==> src/rtl/mips_pkg.sv <==
// Shared pipeline constants for the 5-stage MIPS core: Tnew/Tuse timing codes
// and the operand forward-source encodings.
package mips_pkg;

    localparam int unsigned TW = 2;
    localparam int unsigned AW = 5;

    localparam logic [TW-1:0] T_D = TW'(0);
    localparam logic [TW-1:0] T_E = TW'(1);
    localparam logic [TW-1:0] T_M = TW'(2);

    localparam logic [1:0] FWD_GRF = 2'd0;
    localparam logic [1:0] FWD_E   = 2'd1;
    localparam logic [1:0] FWD_M   = 2'd2;
    localparam logic [1:0] FWD_W   = 2'd3;

endpackage

==> src/rtl/sb_entry.sv <==
// One scoreboard entry: tracks the youngest in-flight writer of a single
// architectural register from E through W.
module sb_entry #(
    parameter int unsigned TW = mips_pkg::TW
) (
    input  logic          clk,
    input  logic          rst,
    input  logic          i_alloc,
    input  logic [TW-1:0] i_tnew,
    output logic          o_pend,
    output logic [1:0]    o_age,
    output logic [TW-1:0] o_tnew
);

    logic          r_pend;
    logic [1:0]    r_age;
    logic [TW-1:0] r_tnew;

    // Allocation beats advance/retire so an older writer leaving W cannot clear a newer one.
    always_ff @(posedge clk) begin
        if (rst) begin
            r_pend <= 1'b0;
            r_age  <= 2'd0;
            r_tnew <= '0;
        end else if (i_alloc) begin
            r_pend <= 1'b1;
            r_age  <= 2'd0;
            r_tnew <= i_tnew;
        end else if (r_pend) begin
            if (r_age == 2'd2) begin
                r_pend <= 1'b0;
                r_age  <= 2'd0;
                r_tnew <= '0;
            end else begin
                r_age  <= 2'(r_age + 2'd1);
                r_tnew <= (r_tnew == '0) ? '0 : TW'(r_tnew - TW'(1));
            end
        end
    end

    assign o_pend = r_pend;
    assign o_age  = r_age;
    assign o_tnew = r_tnew;

endmodule

==> src/rtl/grf_scoreboard.sv <==
// Register hazard scoreboard: per-register youngest-writer tracking, D-stage
// stall request and forward-source select for the rs/rt read ports.
module grf_scoreboard #(
    parameter int unsigned NREG = 32,
    parameter int unsigned TW   = mips_pkg::TW
) (
    input  logic                    clk,
    input  logic                    rst,
    input  logic                    issue_valid,
    input  logic [mips_pkg::AW-1:0] rs_addr,
    input  logic [mips_pkg::AW-1:0] rt_addr,
    input  logic                    rs_ren,
    input  logic                    rt_ren,
    input  logic [TW-1:0]           rs_tuse,
    input  logic [TW-1:0]           rt_tuse,
    input  logic [mips_pkg::AW-1:0] dst_addr,
    input  logic                    dst_wen,
    input  logic [TW-1:0]           dst_tnew,
    output logic                    stall,
    output logic [1:0]              rs_fwd,
    output logic [1:0]              rt_fwd
);

    localparam int unsigned AW = mips_pkg::AW;

    logic [NREG-1:0]         w_pend;
    logic [NREG-1:0][1:0]    w_age;
    logic [NREG-1:0][TW-1:0] w_tnew;
    logic [NREG-1:0]         w_alloc;
    logic                    w_hz_rs;
    logic                    w_hz_rt;
    logic                    w_alloc_any;

    // Register 0 is hard-wired zero and never has a writer.
    assign w_pend[0]  = 1'b0;
    assign w_age[0]   = 2'd0;
    assign w_tnew[0]  = '0;
    assign w_alloc[0] = 1'b0;

    assign w_alloc_any = issue_valid && !stall && dst_wen && (dst_addr != '0);

    for (genvar r = 1; r < NREG; r++) begin : g_entry
        assign w_alloc[r] = w_alloc_any && (dst_addr == AW'(r));

        sb_entry #(.TW(TW)) u_entry (
            .clk     (clk),
            .rst     (rst),
            .i_alloc (w_alloc[r]),
            .i_tnew  (dst_tnew),
            .o_pend  (w_pend[r]),
            .o_age   (w_age[r]),
            .o_tnew  (w_tnew[r])
        );
    end

    always_comb begin
        w_hz_rs = 1'b0;
        w_hz_rt = 1'b0;
        rs_fwd  = mips_pkg::FWD_GRF;
        rt_fwd  = mips_pkg::FWD_GRF;
        if (rs_ren && (rs_addr != '0) && w_pend[rs_addr]) begin
            w_hz_rs = issue_valid && (w_tnew[rs_addr] > rs_tuse);
            rs_fwd  = 2'(w_age[rs_addr] + 2'd1);
        end
        if (rt_ren && (rt_addr != '0) && w_pend[rt_addr]) begin
            w_hz_rt = issue_valid && (w_tnew[rt_addr] > rt_tuse);
            rt_fwd  = 2'(w_age[rt_addr] + 2'd1);
        end
        stall = w_hz_rs || w_hz_rt;
    end

endmodule
==> config.mk <==
export PLATFORM = sky130hd
export DESIGN_NAME = grf_scoreboard
export DESIGN_NICKNAME = d
export VERILOG_FILES = /design/src/rtl/mips_pkg.sv /design/src/rtl/sb_entry.sv /design/src/rtl/grf_scoreboard.sv
export SDC_FILE = /design/constraint.sdc
export NUM_CORES = 1
export LEC_CHECK = 0
export BUFFER_PORTS_ARGS = -buffer_cell sky130_fd_sc_hd__buf_2
export CORE_ASPECT_RATIO = 0.9
export CORE_MARGIN = 5
export CORE_UTILIZATION = 50
export DETAILED_ROUTE_END_ITERATION = 10
export GPL_TIMING_DRIVEN = 0
export PLACE_DENSITY = 0.66
export SLEW_MARGIN = 20
export SYNTH_ARGS = -nofsm -noshare
export SYNTH_HDL_FRONTEND = slang
export SYNTH_HIERARCHICAL = 1
export SYNTH_SLANG_ARGS = --single-unit
==> constraint.sdc <==
create_clock -name clk -period 4.9 [get_ports clk]
set_input_delay 0.735 -clock clk [delete_from_list [all_inputs] [get_ports clk]]
set_output_delay 0.735 -clock clk [all_outputs]
set_load 0.01 [all_outputs]
* Word-level counts from Yosys, hierarchy flattened
Cells that the tools add are included.
** Word-level totals
- Bits of input ports :: 27
- Output and inout bits :: 5
- Register bits after elaboration :: 155
** Operators by class
- Reductions and logical operators :: 138
- Multiplexer cells :: 264
- $lt $le $gt $ge :: 4
- Add/sub/neg operators :: 64
- Equality and inequality tests :: 62
** Operator list (count)
- $mux 2 :: 161
- $mux 1 :: 97
- $eq 5x5->1 const B :: 16
- $add 2x1->2 const B :: 33
- $eq 2x2->1 const B :: 31
- $logic_not 2->1 :: 31
- $reduce_bool 2->1 :: 31
- $reduce_or 2->1 :: 31
- $sub 2x1->2 const B :: 31
- $bmux 2 s5 :: 4
- $eq 5x4->1 const B :: 8
- $logic_and 1x1->1 :: 40
- $eq 5x3->1 const B :: 4
- $reduce_bool 5->1 :: 3
- $lt 5x6->1 const B :: 2
- $bmux 1 s5 :: 2
- $eq 5x2->1 const B :: 2
- $eq 5x1->1 const B :: 1
- $gt 2x2->1 :: 2
- $logic_not 1->1 :: 1
- $logic_or 1x1->1 :: 1

* Logic depth before layout (Yosys ltp)
Gate-level depths: netlist (run 1).
- Depth after elaboration :: 12
- Mapped depth :: 17
- Mapped depth without buffers :: 12

* Cells and area by module
Netlist (run 1), hierarchy kept.
** Modules (own cells, without submodules)
- sb_entry :: cells each 25, area each 239.0 um^2, times used 31
- grf_scoreboard :: cells each 279, area each 3175.5 um^2, times used 1

* Worst setup path after synthesis (run 1)
Ideal clock, no wire load.
- Kind :: in2out
- Start point :: in rs_addr[0] in the netlist's numbering
- End point :: out stall
- Stages on the path :: 11
- Path slack :: 650 ps
- Data arrival time :: 3515 ps
- Cells stage by stage :: buf_6 buf_2 buf_6 mux4_2 mux4_2 mux2_2 ha_1 nor2b_1 o211ai_1 o22ai_2 buf_2
** Between the ends
- Longest elaborated chain between the ends :: 6
** RTL lines
- start: declaration :: RTL line grf_scoreboard.sv:10 : input logic [mips_pkg::AW-1:0] rs_addr,
- $bmux 2 s5 :: RTL line grf_scoreboard.sv:62 : w_hz_rs = issue_valid && (w_tnew[rs_addr] > rs_tuse);
- $mux 2 (not written as such) :: RTL line grf_scoreboard.sv:62
- $gt 2x2->1 :: RTL line grf_scoreboard.sv:62
- $logic_and 1x1->1 :: RTL line grf_scoreboard.sv:62
- $mux 1 * :: RTL line grf_scoreboard.sv:61 : if (rs_ren && (rs_addr != '0) && w_pend[rs_addr]) begin
- $logic_or 1x1->1 * :: RTL line grf_scoreboard.sv:69 : stall = w_hz_rs || w_hz_rt;
- end: declaration :: RTL line grf_scoreboard.sv:19 : output logic stall,
Mark *: on every way between the ends. The rest lies on a longest branch, timed or not. The select of a mux whose other input is x is not followed.

* Final worst setup path (run 1)
- Start point :: in rt_addr[1] in the netlist's numbering
- End point :: out stall
** Between the ends
- Longest elaborated chain between the ends :: 6
** RTL lines
- start: declaration :: RTL line grf_scoreboard.sv:11 : input logic [mips_pkg::AW-1:0] rt_addr,
- $bmux 2 s5 :: RTL line grf_scoreboard.sv:66 : w_hz_rt = issue_valid && (w_tnew[rt_addr] > rt_tuse);
- $mux 2 (not written as such) :: RTL line grf_scoreboard.sv:66
- $gt 2x2->1 :: RTL line grf_scoreboard.sv:66
- $logic_and 1x1->1 :: RTL line grf_scoreboard.sv:66
- $mux 1 * :: RTL line grf_scoreboard.sv:65 : if (rt_ren && (rt_addr != '0) && w_pend[rt_addr]) begin
- $logic_or 1x1->1 * :: RTL line grf_scoreboard.sv:69
Marks and branches as above.

==> reports/results.ini, run 1 <==
[cells_and_area]
utilization_pct=56.3
layout_commonest_cell=sky130_fd_sc_hd__a21oi_1
synthToLayoutAreaGrowth_pct=10.8
insertedDiodeCount=0
mostFrequentLayoutCells=sky130_fd_sc_hd__a21oi_1, sky130_fd_sc_hd__dfxtp_1, sky130_fd_sc_hd__nor2_1, sky130_fd_sc_hd__mux4_2, sky130_fd_sc_hd__inv_1
share_of_final_layout_standard_cells_stronger_than_drive_strength_1_pct=29.4
stdcell_count=1395
layout.nets=1127

[timing]
tcrit_tclk_final_pct=99.0
maxSlewHeadroom_pct=41.2
final_period_minus_worst_setup_slack_ns=4.85
fin_worst_hold_slack_ns=0.499
clock.fmax_mhz=206
maxSlewViolCount=0
hold_viol_final=0
setup_viol=0
setup-tns-final_ns=0
rsz0062_at_grt=no
clock-skew-final_ns=0.0108
worst_pin_slew_ns=0.882

[critical_path]
cp_max_fo=10
cp.required_ns=4.16
crit_path_top_delay_cell=sky130_fd_sc_hd__mux4_2
worst_path_most_repeated_cell=sky130_fd_sc_hd__buf_2
cp-start-kind=primary input
critPathKind=primary input to output port
cp.arrival_ns=4.11
setup.worst_path.end_class=output port
worstPathCellList=buf_2 > buf_2 > buf_2 > mux4_2 > mux4_2 > mux2_2 > ha_1 > nor2b_1 > o211ai_1 > o22ai_2 > buf_4 > buf_2
longest_individual_stage_delay_on_the_worst_path_ns=0.52

[floorplanning]
die_y_um=148
starting_density_of_the_core_pct=50.8
design.portCount=32
core.rowCount=50
core_area_sq_um=20800
floorplan.die_area_sq_um=24200
die-width_um=163

[cts]
post_cts_hold_buffer_count=0
cts_tree=done
clk_latency_ns=0.44
clock-sinks=155
cts_made_buffers=17
ctsRootBufferMaster=sky130_fd_sc_hd__clkbuf_16
cts.htree.levels=4
clock_path_buffers=2
worst_setup_hold_path_clk_slew_ns=0.06

[yosys]
compound_gate_portion_of_the_synthesized_area_pct=15.9
biggest_area_consumer_among_synthesized_cells=sky130_fd_sc_hd__dfxtp_1
synthSimpleGateAreaFrac_pct=26.2
synth.top_cells.by_area=sky130_fd_sc_hd__dfxtp_1, sky130_fd_sc_hd__mux4_2, sky130_fd_sc_hd__a21oi_1
synth-seq-cells=155
synth_area_sq_um=10600
post_synth_xor_area_fraction_pct=0.166
syn_nets=1085
synth-seq-area-share_pct=29.3
post_synth_fa_ha_maj_area_fraction_pct=0.473
synth-async-reset-ratio_pct=0
number_of_synthesized_flops_with_an_enable_pin=0
ys_dominant_reg_cell=sky130_fd_sc_hd__dfxtp_1
synth_top_cell_area_share_pct=29.3
distinct_cell_type_count_after_synthesis=50
syn_inst=1054
post_synth.cell_area_avg_sq_um=10.0
synthesis.yosys.warnings=6
synth_top_family_by_area=simple AND/OR/NAND/NOR gates
synth.mux.area_fraction_pct=20.2

[placement]
dp.cells=1364
routabilityCongestion=0.973
post-dp-hpwl_um=21900
io_buffers=23

[min_path]
worstHoldPathType=flip-flop to flip-flop

[power]
peakVddDrop_uv=206
pwr_density_cell_nw_per_um2=247
p_leak_nw=4.30

[grt]
grt_util_all_layers_pct=25.6
first_pass_grt_wire_length_um=47400
grt_antenna_before_repair=1
pin_count_of_the_biggest_net_entering_global_routing=105
first_global_vias=8078
grt.overflow.total=0

[route]
detailedRoute.firstPassIterationCount=5
detail_route.drc_violations=0
vias=8865
wl_met2_um=13600
post_drt_via_cell_ratio=6.35
route.detailed.wl_per_inst_um=21.8
routed_wl_um=30500
drt-met1-wl_um=13400
detail_route.iter0.violations=1056
post_route_antenna_net_violation_count=0
topRoutingLayerUsed=met5
met3WireLength_um=2450

[status]
outcome=completed

[run]
count_of_maximum_capacitance_violations=0

per-stage QoR:
step           power, W  setup WS [ns]  instance area [sq um]
2_1_floorplan   0.00144          0.650                  10600
3_3_place_gp    0.00154          -1.08                  11100
3_5_place_dp    0.00154         -0.928                  11100
4_1_cts         0.00292         0.0202                  11700
5_1_grt         0.00300        0.00946                  11700
6_report        0.00290         0.0503                  11700
flip-flops by register name (all words and copies together) (netlist names):
name and flops:
g_entry.u_entry/o_age 62, g_entry.u_entry/o_tnew 62, g_entry.u_entry/o_pend 31
power by group:
group          total, W  leakage, nW  switching [W]  internal [W]
clock           0.00138        0.306       0.000547      0.000832
sequential      0.00128         1.25      0.0000111       0.00127
combinational  0.000241         2.75       0.000153     0.0000878
total           0.00290         4.30       0.000711       0.00219
Yosys cell counts (13+ instances only):
master and n:
sky130_fd_sc_hd__nor3b_1 32, sky130_fd_sc_hd__buf_2 13, sky130_fd_sc_hd__nor3_2 31, sky130_fd_sc_hd__nand2b_2 31, sky130_fd_sc_hd__nor2_1 72, sky130_fd_sc_hd__nor3_1 51, sky130_fd_sc_hd__mux2i_1 20, sky130_fd_sc_hd__nand4_1 31
sky130_fd_sc_hd__mux4_2 68, sky130_fd_sc_hd__nand3b_1 31, sky130_fd_sc_hd__o41ai_2 31, sky130_fd_sc_hd__inv_1 67, sky130_fd_sc_hd__a21oi_1 188, sky130_fd_sc_hd__nor3b_2 31, sky130_fd_sc_hd__mux2_2 17, sky130_fd_sc_hd__and3b_1 31
sky130_fd_sc_hd__dfxtp_1 155, sky130_fd_sc_hd__buf_6 37
cell type report:
type / instances / area [sq um]
Buffer: 65 / 578
Clock buffer: 23 / 508
Clock inverter: 9 / 109
Fill cell: 1803 / 9100
Inverter: 67 / 251
Multi-Input combinational cell: 765 / 6660
Sequential cell: 155 / 3100
Tap cell: 286 / 358
Timing Repair Buffer: 25 / 160
routing by layer:
layer,vias up,GRT usage [%]
li1,4113,-
met1,4291,35.3
met2,383,39.1
met3,76,5.66
met4,2,10.3
met5,-,0
final timing paths:
path | from | end | slack, ns | cells past startpoint
worst max-delay path | rt_addr[1] | stall | 0.05 | 12
worst min-delay path | g_entry[17].u_entry/o_tnew[1]$_SDFFE_PP0P_ | g_entry[17].u_entry/o_tnew[0]$_SDFFE_PP0P_ | 0.50 | 2
worst max register to register | g_entry[15].u_entry/o_tnew[1]$_SDFFE_PP0P_ | g_entry[9].u_entry/o_tnew[0]$_SDFFE_PP0P_ | 0.91 | 13
worst min register to register | g_entry[17].u_entry/o_tnew[1]$_SDFFE_PP0P_ | g_entry[17].u_entry/o_tnew[0]$_SDFFE_PP0P_ | 0.50 | 2
worst max-delay path: cells and delay by family:
family	cells	cell delay (ns)
compound gates	2	0.39
fa+ha+maj	1	0.28
buf+inv	5	1.34
mux	3	1.22
simple gates	1	0.13
logic make-up (layout without fill, tap and decap cells):
group,count (synthesis),in the layout
adder cells (fa/ha/maj),4,4
AO/OA/AOI/OAI,246,246
buffers and inverters,134,189
flip-flops,155,155
AND/OR/NAND/NOR,400,400
XOR/XNOR,2,2
multiplexers,113,113
timing repair:
item                                    4_1_cts  5_1_grt
setup buffers                                 0        1
resized for setup                             8        2
pin swaps                                     0        1
endpoints found under the setup margin       83        2
Note: power is estimated with default switching activity, not from simulation.
==> inputs of run 2 (changes only) <==
--- a/config.mk
+++ b/config.mk
@@ -8,10 +8,10 @@
 export BUFFER_PORTS_ARGS = -buffer_cell sky130_fd_sc_hd__buf_2
 export CORE_ASPECT_RATIO = 0.9
 export CORE_MARGIN = 5
-export CORE_UTILIZATION = 50
+export CORE_UTILIZATION = 55
 export DETAILED_ROUTE_END_ITERATION = 10
 export GPL_TIMING_DRIVEN = 0
-export PLACE_DENSITY = 0.66
+export PLACE_DENSITY = 0.72
 export SLEW_MARGIN = 20
 export SYNTH_ARGS = -nofsm -noshare
 export SYNTH_HDL_FRONTEND = slang
==> run 2 against run 1 <==
Against the previous run:
- the flow now finishes with violations (setup timing)
- sequential cell count unchanged
- clock skew fell by 0.0016 ns
- register-to-register slack worse by 0.02 ns
- cell area decreased by 0.50%
- global-route usage up 2.2 points
- cell count decreased by 2.6%
- sequential share of layout area is 0.13 points higher
- clock power is essentially flat
- critical path type unchanged
==> reports/results.ini, run 2 (synthesis gave the netlist of run 1 again) <==
[critical_path]
worst-path-buf-inv=5  ; unchanged
setup.worst_path.end_class=output port  ; unchanged
critPathKind=primary input to output port  ; unchanged
crit_path_top_delay_cell=sky130_fd_sc_hd__mux4_2  ; unchanged
critical_path.top_delay_family=multiplexers  ; was buffers and inverters
longest_individual_stage_delay_on_the_worst_path_ns=0.57  ; was 0.52 ns
cp_max_fo=10  ; unchanged
cp.required_ns=4.16  ; about the same
cp-start-kind=primary input  ; unchanged
worstPathCellList=buf_4 > buf_6 > buf_4 > mux4_2 > mux4_2 > mux2_2 > ha_1 > nor2b_1 > o211ai_1 > o22ai_2 > buf_2 > buf_2  ; was buf_2 > buf_2 > buf_2 > mux4_2 > mux4_2 > mux2_2 > ha_1 > nor2b_1 > o211ai_1 > o22ai_2 > buf_4 > buf_2
cp.arrival_ns=4.18  ; was 4.11 ns

[cts]
cts_tree=done  ; unchanged
worst_setup_hold_path_clk_slew_ns=0.06  ; about the same
cts.htree.levels=4  ; unchanged
cts_made_buffers=17  ; unchanged
ctsRootBufferMaster=sky130_fd_sc_hd__clkbuf_16  ; unchanged
clk_latency_ns=0.43  ; was 0.44 ns
clock_path_buffers=2  ; unchanged
clock-sinks=155  ; unchanged
post_cts_hold_buffer_count=0  ; unchanged

[timing]
worst_pin_slew_ns=0.882  ; about the same
rsz0062_at_grt=yes  ; was no
clock.fmax_mhz=204  ; was 206 MHz
hold_viol_final=0  ; unchanged
final_period_minus_worst_setup_slack_ns=4.91  ; was 4.85 ns
tcrit_tclk_final_pct=100  ; was 99.0%
maxSlewHeadroom_pct=41.2  ; about the same
fin_worst_hold_slack_ns=0.510  ; was 0.499 ns
setup_ws_ns=-0.0133  ; was 0.0503 ns
clock-skew-final_ns=0.00915  ; was 0.0108 ns
setup_viol=1  ; was 0
setup-tns-final_ns=-0.0133  ; was 0 ns
maxSlewViolCount=0  ; unchanged

[grt]
pin_count_of_the_biggest_net_entering_global_routing=99  ; was 105
grt.overflow.total=0  ; unchanged
grt_antenna_before_repair=0  ; was 1
grt_util_all_layers_pct=27.8  ; was 25.6%
first_global_vias=8089  ; was 8078
first_pass_grt_wire_length_um=47400  ; about the same

[cells_and_area]
layout.nets=1127  ; unchanged
mostFrequentLayoutCells=sky130_fd_sc_hd__a21oi_1, sky130_fd_sc_hd__dfxtp_1, sky130_fd_sc_hd__nor2_1, sky130_fd_sc_hd__mux4_2, sky130_fd_sc_hd__inv_1  ; unchanged
insertedDiodeCount=0  ; unchanged
utilization_pct=61.3  ; was 56.3%
stdcell_area_sq_um=11700  ; about the same
share_of_final_layout_standard_cells_stronger_than_drive_strength_1_pct=29.2  ; was 29.4%
synthToLayoutAreaGrowth_pct=10.2  ; was 10.8%
layout_commonest_cell=sky130_fd_sc_hd__a21oi_1  ; unchanged

[run]
count_of_maximum_capacitance_violations=0  ; unchanged

[route]
vias=8894  ; was 8865
detail_route.drc_violations=0  ; unchanged
post_drt_via_cell_ratio=6.54  ; was 6.35
detailedRoute.firstPassIterationCount=5  ; unchanged
post_route_antenna_net_violation_count=0  ; unchanged
detail_route.iter0.violations=1111  ; was 1056
routed_wl_um=30300  ; was 30500 um
route.detailed.wl_per_inst_um=22.3  ; was 21.8 um

[floorplanning]
core_area_sq_um=19000  ; was 20800 sq um
starting_density_of_the_core_pct=55.6  ; was 50.8%
floorplan.die_area_sq_um=22100  ; was 24200 sq um
die_y_um=142  ; was 148 um
die-width_um=156  ; was 163 um
design.portCount=32  ; unchanged
core.rowCount=48  ; was 50

[min_path]
worstHoldPathType=flip-flop to flip-flop  ; unchanged

[placement]
routabilityCongestion=1.02  ; was 0.973
io_buffers=23  ; unchanged
detailed_place.area_sq_um=11000  ; was 11100 sq um
post-dp-hpwl_um=21400  ; was 21900 um

[power]
pwr_density_cell_nw_per_um2=247  ; about the same
peakVddDrop_uv=190  ; was 206 uV
p_leak_nw=4.29  ; was 4.30 nW
total_power_w=0.00288  ; was 0.00290 W

[status]
outcome=finished, violations left  ; was completed
failed_checks=setup timing

==> run 2: layout make-up <==
cell class,instances,area [sq um]
flip-flops and latches,155,3100
inverters,67,251
repair buffers,24,153
clock inverters,11,144
well taps,250,313
plain buffers,66,588
fillers,1623,7370
multi-input cells,765,6670
clock buffers,21,450
==> run 2: final timing paths <==
kind	start	endpoint	slack [ns]	cells past startpoint
setup / recovery	rt_addr[0]	stall	-0.01	12
hold / removal	g_entry[31].u_entry/o_tnew[1]$_SDFFE_PP0P_	g_entry[31].u_entry/o_tnew[1]$_SDFFE_PP0P_	0.51	2
setup reg to reg	g_entry[15].u_entry/o_tnew[1]$_SDFFE_PP0P_	g_entry[13].u_entry/o_tnew[0]$_SDFFE_PP0P_	0.89	13
hold reg to reg	g_entry[31].u_entry/o_tnew[1]$_SDFFE_PP0P_	g_entry[31].u_entry/o_tnew[1]$_SDFFE_PP0P_	0.51	2
==> run 2: power by group <==
group	internal [W]	switching (W)
sequential	0.00127	0.0000110
combinational	0.0000886	0.000154
clock	0.000814	0.000542
total	0.00217	0.000707
==> run 2: worst reg2reg max path: cells and delay by family (launching register included) <==
family,cells,cell delay (ns)
fa+ha+maj,1,0.28
flops,1,0.35
simple gates,3,0.86
compound gates,4,0.67
buf+inv,2,0.42
mux,3,1.30
==> run 2: through the flow <==
stage	std cells	setup WS [ns]
2_1_floorplan	1054	0.650
3_3_place_gp	1327	-1.03
3_5_place_dp	1328	-0.881
4_1_cts	1359	0.0264
5_1_grt	1359	-0.0957
6_report	1359	-0.0133
==> run 2: routing by layer <==
layer  part of all wire (%)  global-route usage [%]  wire length [um]  vias to the layer above
met5                      0                       0                 0                        -
met4                    3.7                    10.6              1120                        0
met3                    9.5                    7.20              2890                       79
met2                     45                    42.1             13700                      417
met1                     42                    38.3             12600                     4292
li1                       -                       -                 -                     4106
==> run 2: repair_timing <==
item / in CTS / in global routing
endpoints found under the setup margin: 58 / 2
gates resized for setup: 10 / 2
buffers inserted: 0 / 0
pin swaps: 0 / 0
